--- src/rtl/uart_command_responder.sv ---
// ---------------------------------------------------------------------------
// uart_command_responder
//
// Turns single-byte commands from a UART receiver into sprite movement and
// colour changes, and returns one echo byte per command to a UART
// transmitter through a 4-entry FIFO.
//
// Ports
//   clk          system clock, all state changes on its rising edge
//   rst_n        asynchronous active-low reset
//   rx_data      received byte, valid while rx_receive is high
//   rx_receive   one-cycle strobe from the receiver
//   tx_idle      high when the transmitter can take a byte
//   tx_data      echo byte presented to the transmitter (holds last sent)
//   tx_transmit  one-cycle start strobe to the transmitter
//   pos_x/pos_y  sprite top-left corner, kept inside the fighting box
//   color        sprite colour, RGB444
//   cmd_count    number of received bytes, wraps at 16 bits
//   echo_ovf     sticky: an echo byte was dropped because the FIFO was full
// ---------------------------------------------------------------------------
module uart_command_responder #(
    parameter int FX    = 245,
    parameter int FY    = 230,
    parameter int BOX   = 150,
    parameter int HEART = 16,
    parameter int STEP  = 4
) (
    input  logic        clk,
    input  logic        rst_n,
    input  logic [7:0]  rx_data,
    input  logic        rx_receive,
    input  logic        tx_idle,
    output logic [7:0]  tx_data,
    output logic        tx_transmit,
    output logic [15:0] pos_x,
    output logic [15:0] pos_y,
    output logic [11:0] color,
    output logic [15:0] cmd_count,
    output logic        echo_ovf
);

    localparam logic [15:0] X_MIN  = 16'(FX);
    localparam logic [15:0] X_MAX  = 16'(FX + BOX - HEART);
    localparam logic [15:0] Y_MIN  = 16'(FY);
    localparam logic [15:0] Y_MAX  = 16'(FY + BOX - HEART);
    localparam logic [15:0] X_RST  = 16'(FX + (BOX - HEART) / 2);
    localparam logic [15:0] Y_RST  = 16'(FY + (BOX - HEART) / 2);
    localparam logic [16:0] STEP17 = 17'(STEP);

    typedef enum logic [1:0] {
        S_IDLE,
        S_SEND,
        S_WAIT_BUSY,
        S_WAIT_DONE
    } tx_state_t;

    // Clamped moves use a 17-bit view so a step below the lower bound can
    // never wrap around to a large unsigned value.
    function automatic logic [15:0] step_down(input logic [15:0] v, input logic [15:0] lo);
        if ({1'b0, v} < ({1'b0, lo} + STEP17)) return lo;
        return 16'({1'b0, v} - STEP17);
    endfunction

    function automatic logic [15:0] step_up(input logic [15:0] v, input logic [15:0] hi);
        logic [16:0] sum;
        sum = {1'b0, v} + STEP17;
        if (sum > {1'b0, hi}) return hi;
        return sum[15:0];
    endfunction

    tx_state_t   r_state, w_state_next;
    logic [15:0] r_pos_x, r_pos_y, r_cmd_count;
    logic [11:0] r_color;
    logic        r_echo_ovf;
    logic [7:0]  r_tx_data;

    logic [7:0]  r_fifo [4];
    logic [1:0]  r_wr_ptr, r_rd_ptr;
    logic [2:0]  r_count;

    logic [15:0] w_x_next, w_y_next;
    logic [11:0] w_color_next;
    logic [7:0]  w_echo;
    logic        w_full, w_empty, w_push, w_pop, w_load_tx;

    // Command decode: next position/colour and the echo byte for rx_data.
    always_comb begin
        // NOTE: every always_comb output gets a default first, so no path
        // leaves a signal unassigned and no latch is inferred.
        w_x_next     = r_pos_x;
        w_y_next     = r_pos_y;
        w_color_next = r_color;
        w_echo       = 8'h3F;
        case (rx_data)
            8'h77: begin w_y_next = step_down(r_pos_y, Y_MIN); w_echo = 8'h57; end
            8'h73: begin w_y_next = step_up(r_pos_y, Y_MAX);   w_echo = 8'h53; end
            8'h61: begin w_x_next = step_down(r_pos_x, X_MIN); w_echo = 8'h41; end
            8'h64: begin w_x_next = step_up(r_pos_x, X_MAX);   w_echo = 8'h44; end
            8'h63: begin w_color_next = 12'h0FF; w_echo = 8'h43; end
            8'h6D: begin w_color_next = 12'hF0F; w_echo = 8'h4D; end
            8'h79: begin w_color_next = 12'hFF0; w_echo = 8'h59; end
            8'h20: begin w_color_next = 12'hFFF; w_echo = 8'h5A; end
            default: ;
        endcase
    end

    assign w_full  = (r_count == 3'd4);
    assign w_empty = (r_count == 3'd0);
    assign w_pop   = (r_state == S_SEND);
    // A pop in the same cycle frees the slot, so a full FIFO still accepts.
    assign w_push  = rx_receive && (!w_full || w_pop);

    // Transmit FSM: next state and strobe.
    always_comb begin
        w_state_next = r_state;
        tx_transmit  = 1'b0;
        case (r_state)
            S_IDLE:      if (!w_empty && tx_idle) w_state_next = S_SEND;
            S_SEND: begin
                tx_transmit  = 1'b1;
                w_state_next = S_WAIT_BUSY;
            end
            S_WAIT_BUSY: if (!tx_idle) w_state_next = S_WAIT_DONE;
            S_WAIT_DONE: if (tx_idle)  w_state_next = S_IDLE;
            default:     w_state_next = S_IDLE;
        endcase
        w_load_tx = (r_state == S_IDLE) && (w_state_next == S_SEND);
    end

    always_ff @(posedge clk or negedge rst_n) begin
        if (!rst_n) begin
            r_state     <= S_IDLE;
            r_pos_x     <= X_RST;
            r_pos_y     <= Y_RST;
            r_color     <= 12'hFFF;
            r_cmd_count <= 16'd0;
            r_echo_ovf  <= 1'b0;
            r_tx_data   <= 8'h00;
            r_wr_ptr    <= 2'd0;
            r_rd_ptr    <= 2'd0;
            r_count     <= 3'd0;
        end else begin
            // NOTE: non-blocking assignments keep every register here
            // updating from the same pre-edge values.
            r_state <= w_state_next;
            if (rx_receive) begin
                r_pos_x     <= w_x_next;
                r_pos_y     <= w_y_next;
                r_color     <= w_color_next;
                r_cmd_count <= r_cmd_count + 16'd1;
            end
            if (rx_receive && w_full && !w_pop) r_echo_ovf <= 1'b1;
            if (w_push) r_wr_ptr <= r_wr_ptr + 2'd1;
            if (w_pop)  r_rd_ptr <= r_rd_ptr + 2'd1;
            r_count <= r_count + 3'(w_push) - 3'(w_pop);
            // Latched on entry to SEND so the byte stays put after the pop.
            if (w_load_tx) r_tx_data <= r_fifo[r_rd_ptr];
        end
    end

    // NOTE: the FIFO storage is deliberately not reset; the reset pointers
    // and count make stale entries unreachable.
    always_ff @(posedge clk) begin
        if (w_push) r_fifo[r_wr_ptr] <= w_echo;
    end

    assign tx_data   = r_tx_data;
    assign pos_x     = r_pos_x;
    assign pos_y     = r_pos_y;
    assign color     = r_color;
    assign cmd_count = r_cmd_count;
    assign echo_ovf  = r_echo_ovf;

endmodule
--- config.mk ---
export PLATFORM = sky130hd
export DESIGN_NAME = uart_command_responder
export DESIGN_NICKNAME = d
export VERILOG_FILES = /design/src/rtl/uart_command_responder.sv
export SDC_FILE = /design/constraint.sdc
export NUM_CORES = 1
export LEC_CHECK = 0
export ABC_AREA = 1
export CORE_MARGIN = 3
export CORE_UTILIZATION = 33
export CTS_BUF_LIST = sky130_fd_sc_hd__clkbuf_8
export CTS_CLUSTER_SIZE = 25
export DETAILED_ROUTE_END_ITERATION = 10
export PLACE_DENSITY = 0.5
export REMOVE_ABC_BUFFERS = 1
export SYNTH_ARGS = -nofsm -noshare
export SYNTH_HDL_FRONTEND = slang
export SYNTH_SLANG_ARGS = --single-unit
--- constraint.sdc ---
create_clock -name clk -period 3.2 [get_ports clk]
set_input_delay 0.48 -clock clk [delete_from_list [all_inputs] [get_ports clk]]
set_output_delay 0.48 -clock clk [all_outputs]
set_load 0.01 [all_outputs]
Word-level counts from Yosys, hierarchy flattened:

Memories as Yosys holds them, arrays and structs flattened. A register that Yosys moved wholly into a read port is not among the register bits.
Index checks and enable logic that the tools add are counted.

* add/sub/neg operators: 9
* $lt $le $gt $ge: 4
* eq/ne operators: 13
* multiplexer cells: 27
* reduce and logical (&&, ||, !) cells: 18

Operator list (count)
* 2-to-1 mux 16 bit: 8
* case mux 16 bit (2 select lines): 2
* == test 8 x 7 -> 1 bit (second input constant): 7
* case mux 7 bit (8 select lines): 1
* case mux 12 bit (4 select lines): 1
* adder 16 x 3 -> 17 bit (second input constant): 2
* > comparator 17 x 9 -> 1 bit (second input constant): 2
* < comparator 16 x 8 -> 1 bit (second input constant): 2
* subtractor 16 x 3 -> 16 bit (second input constant): 2
* adder 16 x 1 -> 16 bit (second input constant): 1
* 2-to-1 mux 1 bit: 11
* == test 8 x 6 -> 1 bit (second input constant): 1
* case mux 2 bit (4 select lines): 1
* 2-to-1 mux 2 bit: 3
* AND reduction 2 bit: 3
* logical AND 1 bit: 5
* adder 2 x 1 -> 2 bit (second input constant): 2
* == test 2 x 1 -> 1 bit (second input constant): 2
* == test 2 bit (second input constant): 2
* logical NOT 1 bit: 4
* nonzero test 2 bit: 2
* nonzero test 4 bit: 1
* adder 3 x 1 -> 3 bit: 1
* == test 3 bit (second input constant): 1
* other kinds (4): 4

* register bits: 78
* memory bits (writable): 28
* input bits: 12
* output and inout bits: 70
* word-level logic and storage cells: 82
* memories: 1

Memories
* r_fifo: words 4, width 7, rd ports 1, clocked after memory_dff 1, write ports 1, line 77 `logic [7:0] r_fifo [4];`

Logic depth before layout (Yosys ltp):

Gate-level depths: netlist of the first run.

* depth in word-level cells: 7
* depth in mapped cells: 14

Worst setup path before layout of the first run:

No wires, ideal clock.

* path type: reg2reg
* from: reg r_state[1]
* to: reg r_count[2]
* setup time: 0.123 ns
* arrival: 2.060 ns
* slack: 1.017 ns
* stages on the path, launching flop included: 9
* buffers on the path: 0
* path through: dfrtp_1 nor2_1 o21ai_1 ha_1 inv_1 ha_1 inv_1 fa_1 xnor2_1

* cells in the longest elaborated chain, start to end: 5

RTL lines
* start: declaration: line 71 `tx_state_t r_state, w_state_next;`
* start signal: assignment: line 145 `r_state <= w_state_next;`
* == test 2 x 1 -> 1 bit (*): line 109 `assign w_pop = (r_state == S_SEND);`
* logical OR 1 bit: line 111 `assign w_push = rx_receive && (!w_full || w_pop);`
* logical AND 1 bit: line 111
* adder 3 x 1 -> 3 bit: line 155 `r_count <= r_count + 3'(w_push) - 3'(w_pop);`
* subtractor 3 x 1 -> 3 bit (*): line 155
* end signal: assignment: line 155
* end: declaration: line 79 `logic [2:0] r_count;`

Mark *: on every way between the ends. The rest lies on a longest branch, timed or not.
A chain may end at the register's enable or synchronous reset.

Worst setup path in the final report of the first run:

* from: reg r_pos_x[2], in the netlist pos_x[2]
* to: reg r_pos_x[8], in the netlist pos_x[8]

* cells in the longest elaborated chain, start to end: 6

RTL lines
* start: declaration: line 72 `logic [15:0] r_pos_x, r_pos_y, r_cmd_count;`
* start signal: assignment: line 147 `r_pos_x <= w_x_next;`
* adder 16 x 3 -> 17 bit: line 66 `sum = {1'b0, v} + STEP17;`
* > comparator 17 x 9 -> 1 bit: line 67 `if (sum > {1'b0, hi}) return hi;`
* 2-to-1 mux 1 bit: line 67
* 2-to-1 mux 1 bit: line 94 `case (rx_data)`
* 2-to-1 mux 16 bit: line 68 `return sum[15:0];`
* case mux 16 bit (2 select lines) (*): line 94

Mark *: on every way between the ends. The rest lies on a longest branch, timed or not. The select of a mux whose other input is x is not followed.

==> results of run 1 <==
[cells in the mapped netlist (all sizes together), types with 15 or more instances]
cell type,number
edfxtp,28
o21ai,45
buf,22
nand3,54
dfrtp,57
inv,90
nand4,22
a21oi,23
nand2,147
xor2,27
nor2,131
nor3,15
[worst max-delay path: stages (launching register included)]
cell     delay, ns
dfrtp_1       0.51
inv_1         0.18
ha_1          0.23
o21a_1        0.10
o21ai_0       0.31
nand2_1       0.16
nand2_1       0.36
inv_1         0.19
a21oi_1       0.16
a22oi_1       0.10
[sequential cells by signal (all words and copies together) (netlist names)]
signal / flops
r_fifo: 28
cmd_count: 16
pos_x: 16
pos_y: 16
tx_data: 7
color: 3
r_count: 3
r_rd_ptr: 2
r_state: 2
r_wr_ptr: 2
echo_ovf: 1
[layout make-up]
type                       instances  share of cell area (%)
clock buffer                       9                    1.78
tap                              220                    3.96
timing repair buffer              85                    12.2
sequential                        96                    36.8
multi-input combinational        522                    39.4
clock inverter                     7                   0.972
inverter                          91                    4.91
[through the flow]
stage	setup slack (ns)	util (%)	cell area (sq um)	std cells	power (mW)
after global routing	0.595	41.1	6950	1030	4.17
after floorplan	1.02	-	5640	709	2.51
final	0.821	41.1	6950	1030	3.86
after detailed placement	0.531	39.9	6760	1014	3.11
after global placement	0.567	39.9	6760	1014	3.09
after CTS	0.865	41.1	6950	1030	3.94
[metal layers]
layer	wire, um	up-vias	GRT usage, %
li1	-	2512	-
met1	6700	2360	20.8
met2	7210	130	26.4
met3	641	15	3.41
met4	209	0	4.33
met5	0	-	0
[kinds of logic after synthesis]
logic type                 after synthesis
AOI/OAI and AO/OA                       89
muxes                                    1
other                                    1
buffers and inverters                  119
DFF                                     96
adders and majority gates               15
and+or+nand+nor                        378
xor gates and xnor gates                38
[final timing paths]
| path | from | endpoint | slack, ns | cells past startpoint |
|---|---|---|---|---|
| worst max-delay path | pos_x[2] | pos_x[8] | 0.82 | 9 |
| worst min-delay path | rst_n | tx_data[2] | 0.17 | 1 |
| worst max register to register | pos_x[2] | pos_x[8] | 0.82 | 9 |
| worst min register to register | cmd_count[15] | cmd_count[15] | 0.47 | 1 |
| max in group asynchronous | rst_n | pos_y[5] | 2.28 | 2 |
| min in group clk | cmd_count[15] | cmd_count[15] | 0.47 | 1 |
[power by group through the flow]
stage	clock network (mW)	logic [mW]	registers, mW
2_1_floorplan	0	0.679	1.83
3_3_place_gp	0	1.25	1.84
3_5_place_dp	0	1.27	1.84
4_1_cts	0.844	1.28	1.82
5_1_grt	0.891	1.42	1.86
6_report	0.801	1.25	1.81
==> qor.csv, run 1 <==
metric;value;unit
multiplexer share of the synthesized area;0.194;%
initial antenna violation count;0;
via count;5017;
sequential fraction of the synthesis area;44.0;%
Net Sw Frac;37.2;%
Num CTS Buffers;9;
fmax;420;MHz
vias in the first global route;4879;
combinational share of power;32.5;%
Synth Area in Adders;3.36;%
RSZ-0062 raised after global routing;no;
final count of negative-setup-slack endpoints;0;
clock slew at reported path FFs;0.11;ns
mapped cell area;5810;sq um
Die W;139;um
Total GRT Usage;15.8;%
commonest non-fill, non-tap cell in the layout;nand2_1;
DRC errors left;0;
Worst-Margin Slew;0.812;ns
Max H-tree Level;3;
ANT cells;0;
Final Cycle Share;74.3;%
Max IR drop VDD;0.000230;V
clock sink total;96;
max-capacitance violation count;0;
Reg area;2560;sq um
#FFs+latches synth;96;
worst-skew pair later-pin latency;0.38;ns
CTS tree;done;
drt first pass iters;6;
Post-CTS Setup Inserts;0;
XOR/XNOR Fraction of Synth Area;5.72;%
synthesized instance count;737;
first-pass GRT wire length;25000;um
largest family of logic cells by synthesized area;simple AND/OR/NAND/NOR gates;
Hold Vio Cnt, Final;0;
final wirelength;14800;um
area of the multi-input gates;2740;sq um
Clock Tree Buf Depth;2;
Fillers;1743;
synth unique cells;44;
Max transition margin;45.9;%
Worst Setup Start Kind;flop;
syn_area_per_cell;7.89;sq um
Int Power;2.43;mW
Detail Route Antenna Nets;0;
drt initial violations;315;
synth top area cells;dfrtp_1, edfxtp_1, nand2_1;
GRT overflow;0;
IO Pins;82;
Resized Gates After CTS;0;
chip height;139;um
Synth Area in Compound Gates;8.41;%
NumNets Final;832;
hpwl dp;11000;um
vias per cell;4.87;
FP Rows;47;
ys async rst share;70.8;%
most frequent cells in the layout;nand2_1, nor2_1, inv_1;
Hold Worst Slack;0.171;ns
share of the synthesized area in the top cell type;24.5;%
Arr. time, crit path;2.67;ns
I/O Buffers;80;
LEAKAGE;2.98;nW
CP required;3.50;ns
Seq pwr share;46.8;%
Final Skew;0.0141;ns
core area;16900;sq um
minimum clock period;2.38;ns
fraction of layout cells with a size suffix above 1;7.65;%
clock group share of total power;20.7;%
cell taking the most area after synthesis;dfrtp_1;
Final Max Tran Viols;0;
DR WL/cell;14.3;um
Synth Area in Simple Gates;29.4;%
Starting Density;34.3;%
critical path capture point type;flop;
NetSw;1.44;mW
CP max FO;12;
HP Class;in -> async;
Synth warnings;0;
largest net degree at the start of global routing;40;
P&R area growth vs syn;19.6;%
EDFF count, synth;28;
setup TNS;0;ns
PwrDens;556;nW/um^2
status;completed;
Post-synth top flop;dfrtp_1;
routability cong.;0.901;
die area;19200;sq um
root buffer cell;clkbuf_8;
CTS hold repair buffers;0;
Setup CP Type;reg -> reg;
(Power assumes the default switching activity.)
==> run 2, diff against run 1 <==
==> constraint.sdc (replaced) <==
create_clock -name clk -period 2.2 [get_ports clk]
set_input_delay 0.33 -clock clk [delete_from_list [all_inputs] [get_ports clk]]
set_output_delay 0.33 -clock clk [all_outputs]
set_load 0.01 [all_outputs]
==> run 2 against run 1 <==
  * Non-clock buffer count grew 45
  * Register-to-register slack lost 0.71 ns
  * Sequential power is 42% higher
  * Clock-buffer cell count is the same
  * Worst setup slack got worse by 0.71 ns
  * Clock power increased by 47%
  * Utilization is 2.3 points higher
  * Wire length is 1.2% higher
  * Highest routed layer unchanged
==> qor.csv, run 2 (synthesized netlist as in run 1, its figures left out) <==
metric;value;unit
status;completed;
Hold Worst Slack;0.474;ns
fin util;43.4;%
Final Cycle Share;94.9;%
IO Pins;82;
Die W;139;um
Clock Tree Buf Depth;2;
most frequent cells in the layout;nand2_1, nor2_1, inv_1;
root buffer cell;clkbuf_8;
DRC errors left;0;
Biggest register;r_fifo;
CP max FO;7;
final count of negative-setup-slack endpoints;0;
pre-CTS setup slack;-0.0863;ns
Worst Setup Start Kind;flop;
core area;16900;sq um
NumNets Final;877;
chip height;139;um
Max H-tree Level;3;
clock group share of total power;20.6;%
Net Sw Frac;35.7;%
max-capacitance violation count;0;
setup TNS;0;ns
DR WL/cell;13.9;um
GRT overflow;0;
Max IR drop VDD;0.000461;V
die area;19200;sq um
critical path capture point type;flop;
via count;5149;
CTS tree;done;
Final Max Tran Viols;0;
RSZ-0062 raised after global routing;yes;
P&R area growth vs syn;26.4;%
Hold Vio Cnt, Final;0;
hpwl dp;11400;um
drt first pass iters;5;
routability cong.;0.890;
commonest non-fill, non-tap cell in the layout;nand2_1;
Seq pwr share;44.8;%
vias per cell;4.79;
vias in the first global route;5015;
initial antenna violation count;0;
LEAKAGE;3.19;nW
Max transition margin;59.2;%
fmax;479;MHz
CP required;2.46;ns
PwrDens;782;nW/um^2
Arr. time, crit path;2.35;ns
drt initial violations;296;
fraction of layout cells with a size suffix above 1;12.9;%
HP Class;reg -> reg;
worst-skew pair later-pin latency;0.37;ns
Detail Route Antenna Nets;0;
Worst-Margin Slew;0.612;ns
Total GRT Usage;15.6;%
first-pass GRT wire length;25100;um
Num CTS Buffers;9;
minimum clock period;2.09;ns
max FFs per register;28;
largest net degree at the start of global routing;26;
I/O Buffers;80;
final wirelength;14900;um
final worst slack;0.112;ns
NetSw;2.05;mW
combinational share of power;34.7;%
ANT cells;0;
Setup CP Type;reg -> reg;
Int Power;3.70;mW
clock sink total;96;
Starting Density;34.3;%
clock slew at reported path FFs;0.10;ns
FP Rows;47;
Final Skew;0.00983;ns
[run 2: cell types whose count changed in the layout (fill, tap and decap cells not counted), sizes merged]
cell,before,now
inv,96,90
buf,6,50
dlygate4sd3,0,1
bufinv,0,1
clkinv,1,6
[run 2: worst max-delay path, cell delays in order, from the launching register on]
cell	delay (ns)
dfstp_2	0.63
inv_1	0.06
ha_1	0.33
nand2_1	0.06
o21ai_0	0.20
nand3_1	0.16
a21oi_2	0.21
nor2_4	0.07
nand3_4	0.08
nand2_1	0.07
nand2_1	0.06
nand2_1	0.05
[run 2: path summary, 6_finish.rpt]
| check | start | end | slack (ns) | depth (start not counted) |
|---|---|---|---|---|
| max in group asynchronous | rst_n | r_count[0] | 0.99 | 3 |
| min in group asynchronous | rst_n | tx_data[3] | 0.49 | 2 |
| worst max-delay path | pos_y[3] | pos_y[1] | 0.11 | 11 |
| worst min-delay path | cmd_count[15] | cmd_count[15] | 0.47 | 1 |
| worst max register to register | pos_y[3] | pos_y[1] | 0.11 | 11 |
| worst min register to register | cmd_count[15] | cmd_count[15] | 0.47 | 1 |
[run 2: through the flow]
step | power (mW) | cells | area, sq um
after global placement | 4.58 | 1057 | 7080
final | 5.75 | 1075 | 7350
after global routing | 6.16 | 1075 | 7350
after floorplan | 3.65 | 709 | 5640
after CTS | 5.83 | 1074 | 7290
after detailed placement | 4.63 | 1057 | 7080
[run 2: repair_timing]
| action | in CTS | in global routing |
|---|---|---|
| resized for setup | 0 | 12 |
| hold endpoints to repair | 17 | 0 |
| buffers inserted | 0 | 1 |
| setup endpoints to repair | 0 | 21 |
| hold buffers | 1 | 0 |
[run 2: cell type report]
class / count / area, sq um
Clock buffer: 9 / 124
Tap cell: 220 / 275
Fill cell: 1703 / 9590
Clock inverter: 7 / 72.6
Inverter: 91 / 342
Timing Repair Buffer: 130 / 1190
Multi-Input combinational cell: 522 / 2790
Sequential cell: 96 / 2560
[run 2: power by group through the flow]
| stage | combinational (mW) | sequential [mW] | clock (mW) |
|---|---|---|---|
| global placement | 1.97 | 2.61 | 0 |
| floorplan | 0.987 | 2.67 | 0 |
| CTS | 2.02 | 2.58 | 1.23 |
| global route | 2.23 | 2.64 | 1.29 |
| detailed placement | 2.01 | 2.62 | 0 |
| finish | 1.99 | 2.57 | 1.18 |
[run 2: metal layers]
metal  global-route usage [%]  wire, um  vias to the layer above
li1                         -         -                     2605
met1                     20.7      6950                     2439
met2                     26.7      7310                       89
met3                     2.03       442                       16
met4                     4.94       234                        0
met5                        0         0                        -
